<file path="src/rtl/serial_frame_rx.sv">
// serial_frame_rx: framed serial receiver (start, data, optional even parity, stop)
module serial_frame_rx #(
    parameter int DATA_W    = 4,
    parameter int PARITY_EN = 1,
    parameter int LSB_FIRST = 1
) (
    input  logic              clk,
    input  logic              rst,
    input  logic              serial_in,
    input  logic              bit_en,
    output logic [DATA_W-1:0] data_out,
    output logic              data_valid,
    output logic              parity_err,
    output logic              frame_err,
    output logic              busy,
    output logic [7:0]        frame_cnt
);
    typedef enum logic [1:0] {IDLE, DATA, PARITY, STOP} state_t;

    state_t            state;
    logic [DATA_W-1:0] shift_buf;
    logic [4:0]        bit_cnt;
    logic              par_bit;
    logic [DATA_W-1:0] shifted;
    logic              par_bad;

    assign shifted = (LSB_FIRST != 0) ? {serial_in, shift_buf[DATA_W-1:1]}
                                      : {shift_buf[DATA_W-2:0], serial_in};
    assign par_bad = (PARITY_EN != 0) && (par_bit != ^shift_buf);

    // Frame FSM; busy stays up for the cycle carrying the completion pulse
    always_ff @(posedge clk or posedge rst) begin
        if (rst) begin
            state      <= IDLE;
            shift_buf  <= '0;
            bit_cnt    <= '0;
            par_bit    <= 1'b0;
            data_out   <= '0;
            data_valid <= 1'b0;
            parity_err <= 1'b0;
            frame_err  <= 1'b0;
            busy       <= 1'b0;
            frame_cnt  <= '0;
        end else begin
            data_valid <= 1'b0;
            parity_err <= 1'b0;
            frame_err  <= 1'b0;
            busy       <= state != IDLE;
            if (bit_en) begin
                case (state)
                    IDLE: begin
                        if (!serial_in) begin
                            state   <= DATA;
                            bit_cnt <= '0;
                            busy    <= 1'b1;
                        end
                    end
                    DATA: begin
                        shift_buf <= shifted;
                        bit_cnt   <= bit_cnt + 5'd1;
                        if (bit_cnt == 5'(DATA_W - 1))
                            state <= (PARITY_EN != 0) ? PARITY : STOP;
                    end
                    PARITY: begin
                        par_bit <= serial_in;
                        state   <= STOP;
                    end
                    default: begin
                        state <= IDLE;
                        busy  <= 1'b1;
                        if (serial_in) begin
                            data_out   <= shift_buf;
                            data_valid <= 1'b1;
                            parity_err <= par_bad;
                            if (!par_bad)
                                frame_cnt <= frame_cnt + 8'd1;
                        end else begin
                            frame_err <= 1'b1;
                        end
                    end
                endcase
            end
        end
    end
endmodule

</file>
<file path="config.mk">
export PLATFORM = sky130hd
export DESIGN_NAME = serial_frame_rx
export DESIGN_NICKNAME = d
export VERILOG_FILES = /design/src/rtl/serial_frame_rx.sv
export SDC_FILE = /design/constraint.sdc
export NUM_CORES = 1
export LEC_CHECK = 0
export BUFFER_PORTS_ARGS = -buffer_cell sky130_fd_sc_hd__buf_2
export CAP_MARGIN = 20
export CELL_PAD_IN_SITES_DETAIL_PLACEMENT = 0
export CELL_PAD_IN_SITES_GLOBAL_PLACEMENT = 1
export CORE_UTILIZATION = 40
export DETAILED_ROUTE_END_ITERATION = 10
export PLACE_DENSITY_LB_ADDON = 0.1
export SETUP_SLACK_MARGIN = 0.1
export SLEW_MARGIN = 20
export SYNTH_ARGS = -nofsm -noshare
export SYNTH_HDL_FRONTEND = slang
export SYNTH_SLANG_ARGS = --single-unit
</file>
<file path="constraint.sdc">
create_clock -name clk -period 3.3 [get_ports clk]
set_input_delay 0.66 -clock clk [delete_from_list [all_inputs] [get_ports clk]]
set_output_delay 0.66 -clock clk [all_outputs]
set_load 0.02 [all_outputs]
</file>
; ---- After elaboration in Yosys (flattened, before gate mapping)
; Cells that the tools add are included.
[word_totals]
reg_bits = 28
in_bits = 4
out_inout_bits = 16
[op_classes]
add_sub_neg = 2
eq_ne = 6
muxes = 17
bitwise_logic = 2
n_reduce_logical = 12
[ops]
columns = operator, n
row1 = 1-bit two-way mux, 11
row2 = 5-bit case mux with 2 select lines, 1
row3 = 3-bit AND reduction, 3
row4 = 8-bit by 1-bit adder with 8-bit output (second input constant), 1
row5 = 2-bit case mux with 3 select lines, 1
row6 = 5-bit by 1-bit adder with 5-bit output (second input constant), 1
row7 = 5-bit by 2-bit equality test with 1-bit output (second input constant), 1
row8 = 5-bit two-way mux, 1
row9 = 2-bit two-way mux, 2
row10 = 2-bit != test (second input constant), 2
row11 = 2-bit AND reduction, 2
row12 = 4-bit AND reduction, 1
row13 = 2-bit nonzero test, 2
row14 = 4-bit parity, 1
row15 = 3-bit OR reduction, 1
row16 = 2-bit by 1-bit equality test with 1-bit output (second input constant), 1
row17 = 2-bit equality test (second input constant), 1
row18 = 2-bit zero test, 1
row19 = 1-bit inverter, 2
row20 = 1-bit case mux with 2 select lines, 1
row21 = 2-bit OR reduction, 1
row22 = 1-bit != test, 1

; ---- Depth between registers and ports, before layout
[logic_depth]
depth_word = 5
mapped_depth = 7

; ---- Least setup slack after synthesis
; Ideal clock, no wire load.
[synth_path]
path_kind = input-to-reg
start = input serial_in
end = register frame_cnt[1]
setup_time_ns = 0.125
arrival_time_ns = 1.501
slack_ns = 1.674
cell_stages = 4
n_path_buf = 0
path_cell_list = nand3_1 clkinv_1 nand2_4 mux2_4
[synth_between]
elab_chain_len = 1
[synth_rtl]
columns = element, line_no
row1 = start: declaration, 9  ; input logic serial_in,
row2 = 4-bit AND reduction (no line), -
row3 = end signal: assignment, 76  ; frame_cnt <= frame_cnt + 8'd1;
row4 = end: declaration, 16  ; output logic [7:0] frame_cnt
; Every way passes these cells.
; A chain may end at the register's enable or synchronous reset.

; ---- Final worst setup path
[layout_path]
start = register state[0]
end = register frame_cnt[1]
[layout_between]
elab_chain_len = 4
word_cells_on_any_way = 6
[layout_rtl]
columns = element, line_no
row1 = start: declaration, 20  ; state_t state;
row2 = start signal: assignment, 62  ; state <= (PARITY_EN != 0) ? PARITY : STOP;
row3 = "2-bit equality test, or another cell as far along", 50  ; case (state)
row4 = 3-bit OR reduction (no line) *, -
row5 = 1-bit inverter (no line) *, -
row6 = 4-bit AND reduction (no line) *, -
; Every way passes the cells marked *; elsewhere a longest branch is shown, timed or not.

==> impl_metrics.csv <==
group,metric,value,unit
pwr,p_int,832.8,uW
global_route,grt_pass1_vias,929,
worst_setup_path,cp_slowest_stage_delay,420,ps
finish,syn_to_final_growth,13.70,%
die,die_h,59.75,um
clock_tree,cts_tree,"built",
placement,port_buffers,19,
min_path,hold_class,"in2async",
logic_synthesis,async_flop_share,100.0,%
die,die_x,59.75,um
pwr,power_switching,550.4,uW
worst_setup_path,crit_path_start,"state[0]",
run_status,run_status,"finished clean",
routing,drt_iter0_drc,28,
worst_setup_path,rrSetupSlack,1550,ps
run,cap_violations,0,
clock_tree,htreeDepth,1,
global_route,grt_pass1_wl,4.057,mm
pwr,p_leak,0.7523,nW
logic_synthesis,syn_area,1334,um^2
worst_setup_path,cp-end-kind,"flip-flop",
routing,final_antenna_net_count,0,
timing,timing_max_transition_violations_final,0,
global_route,antenna_found_initial,0,
pwr,swShare,39.79,%
timing,worst_pin_slew,595.0,ps
pwr,p_per_area,912.2,nW/um^2
pwr,vdd_drop_max,0.0004141,V
finish,most-common-layout-cells,"28 x dfrtp_1, 19 x buf_2, 18 x nand2_1, 9 x xnor2_1, 8 x nor2_1",
logic_synthesis,yosys-top-cells-area,"dfrtp_1 53%, xnor2_1 5.9%, ha_1 5.6%",
pwr,combPwrFrac,48.2,%
worst_setup_path,crit_required,3520,ps
clock_tree,clock-sinks,28,
worst_setup_path,path_cells,"ha_1 > nand3_1 > clkinv_1 > nand2_4 > mux2_4",
clock_tree,cts_resized,0,
pwr,p_seq_share,40.0,%
clock_tree,clk_path_buf_depth,2,
logic_synthesis,synth_cell_types,32,
routing,viasPerCell,4.790,
timing,tns,0,ps
die,initial_core_util,42.98,%
worst_setup_path,setup.worst_path.class,"reg2reg",
die,rows,20,
worst_setup_path,start_kind,"flip-flop",
global_route,grt_usage,15.30,%
timing,period_needed,1753,ps
logic_synthesis,synth_seq_cells,28,
timing,hold_viol,0,
clock_tree,ctsHoldBuffers,0,
finish,final_core_util,48.87,%
clock_tree,clkLatencyLatePin,320,ps
die,io_pins,20,
logic_synthesis,yosysTopAreaCellShare,52.53,%
clock_tree,cts_buffers,3,
clock_tree,cts_setup_buffers,0,
timing,period_share,53.13,%
die,core-area,3103,um^2
finish,fin_nets,148,
worst_setup_path,crit-reg2reg-launch,"state[0]",
worst_setup_path,critical_path.slowest_cell,"dfrtp_1",
global_route,grt_max_degree,29,
pwr,power_frac_clock,11.7,%
logic_synthesis,synth_cells,115,
worst_setup_path,r2r-end,"frame_cnt[1]",
logic_synthesis,synth_nets,125,
timing,finalSetupViolations,0,
logic_synthesis,yosysWarnings,0,
placement,hpwl,1.703,mm
global_route,overflow,0,
timing,max_freq,570.4,MHz
timing,holdWs,375.2,ps
logic_synthesis,ys.flop_type,"dfrtp_1",
timing,rsz0062_at_grt,"false",
routing,wl,2.218,mm
routing,wire_per_inst,12.25,um
clock_tree,cts-root-buf,"clkbuf_4",
logic_synthesis,synth-edff-count,0,
logic_synthesis,synth_area_per_cell,11.60,um^2
worst_setup_path,arrival,1980,ps
finish,layout_commonest_cell,"dfrtp_1",
logic_synthesis,yosysSeqAreaShare,52.53,%
die,dieArea,3569,um^2
logic_synthesis,yosys.area.top_type,"dfrtp_1",
finish,antennaDiodeCount,0,
worst_setup_path,reg2reg_depth,5,
routing,drc,0,
clock_tree,clk_pin_slew,140,ps
placement,globalplace.congestion,0.7639,
timing,fin_skew,6.562,ps
routing,via_count,867,
worst_setup_path,crit_fanout,9,
finish,drive_above_1_share,25.55,%
timing,relSlewSlack,59.77,%
routing,drt_pass1_iterations,4,
==> cells in the mapped netlist (2+ instances only) <==
library cell / instances
xnor2_4: 2
nand3_1: 6
nor3_1: 2
mux2_2: 5
nand2_1: 18
o21ai_0: 2
and3_1: 2
ha_1: 6
nor2_1: 8
xnor2_1: 9
inv_1: 4
dfrtp_1: 28
nand4_1: 3
a21oi_1: 2
==> worst max path at each step <==
stage	endpoint	cells after the start
after floorplan	frame_cnt[1]	4
after global placement	frame_cnt[1]	5
after detailed placement	frame_cnt[1]	5
after CTS	frame_cnt[1]	5
after global routing	frame_cnt[1]	5
final	frame_cnt[1]	5
==> flip-flops by register name, indices dropped and copies added (netlist names) <==
register	count
bit_cnt	5
busy	1
data_out	4
data_valid	1
frame_cnt	8
frame_err	1
par_bit	1
parity_err	1
shift_buf	4
state	2
==> cell families after synthesis <==
family	after synthesis	share of synthesized area [%]
XOR/XNOR	13	12.48
AO/OA/AOI/OAI	10	5.066
buffers and inverters	6	1.688
AND/OR/NAND/NOR	45	16.51
adder cells (fa/ha/maj)	6	5.628
multiplexers	7	6.097
flip-flops	28	52.53
==> critical path: cells and delay by family (launching register included) <==
kind	cells	cell delay, ps
flip-flops	1	420
AND/OR/NAND/NOR	2	390
buffers and inverters	1	310
multiplexers	1	300
adder cells (fa/ha/maj)	1	250
==> power by group through the flow <==
| stage | Clock, mW | Sequential (mW) | Combinational (mW) |
|---|---|---|---|
| 2_1_floorplan | 0 | 0.605 | 0.487 |
| 3_3_place_gp | 0 | 0.563 | 0.667 |
| 3_5_place_dp | 0 | 0.565 | 0.677 |
| 4_1_cts | 0.173 | 0.558 | 0.676 |
| 5_1_grt | 0.183 | 0.575 | 0.748 |
| 6_report | 0.162 | 0.554 | 0.667 |
==> per-layer routing <==
metal	track usage, %	up-vias	wire length, um
li1	-	435	-
met1	18.12	413	1018
met2	26.51	17	1106
met3	2.814	2	74
met4	7.309	0	19
met5	0	-	0
==> metrics by stage <==
stage	cell area [um^2]	setup slack (ps)	cells	power (mW)
after global placement	1480	1389	177	1.230
after global routing	1516	1356	181	1.507
after floorplan	1334	1674	115	1.091
after CTS	1516	1510	181	1.407
final	1516	1547	181	1.383
after detailed placement	1480	1332	177	1.242
==> area by class of cell <==
| class | count | area, um^2 |
|---|---|---|
| timing repair buffer | 19 | 95.09 |
| sequential | 28 | 700.7 |
| clock buffer | 4 | 36.28 |
| tap | 44 | 55.05 |
| multi-input combinational | 81 | 610.6 |
| inverter | 5 | 18.77 |
| fill | 316 | 1587 |
Power figures use the tool's default switching activity.
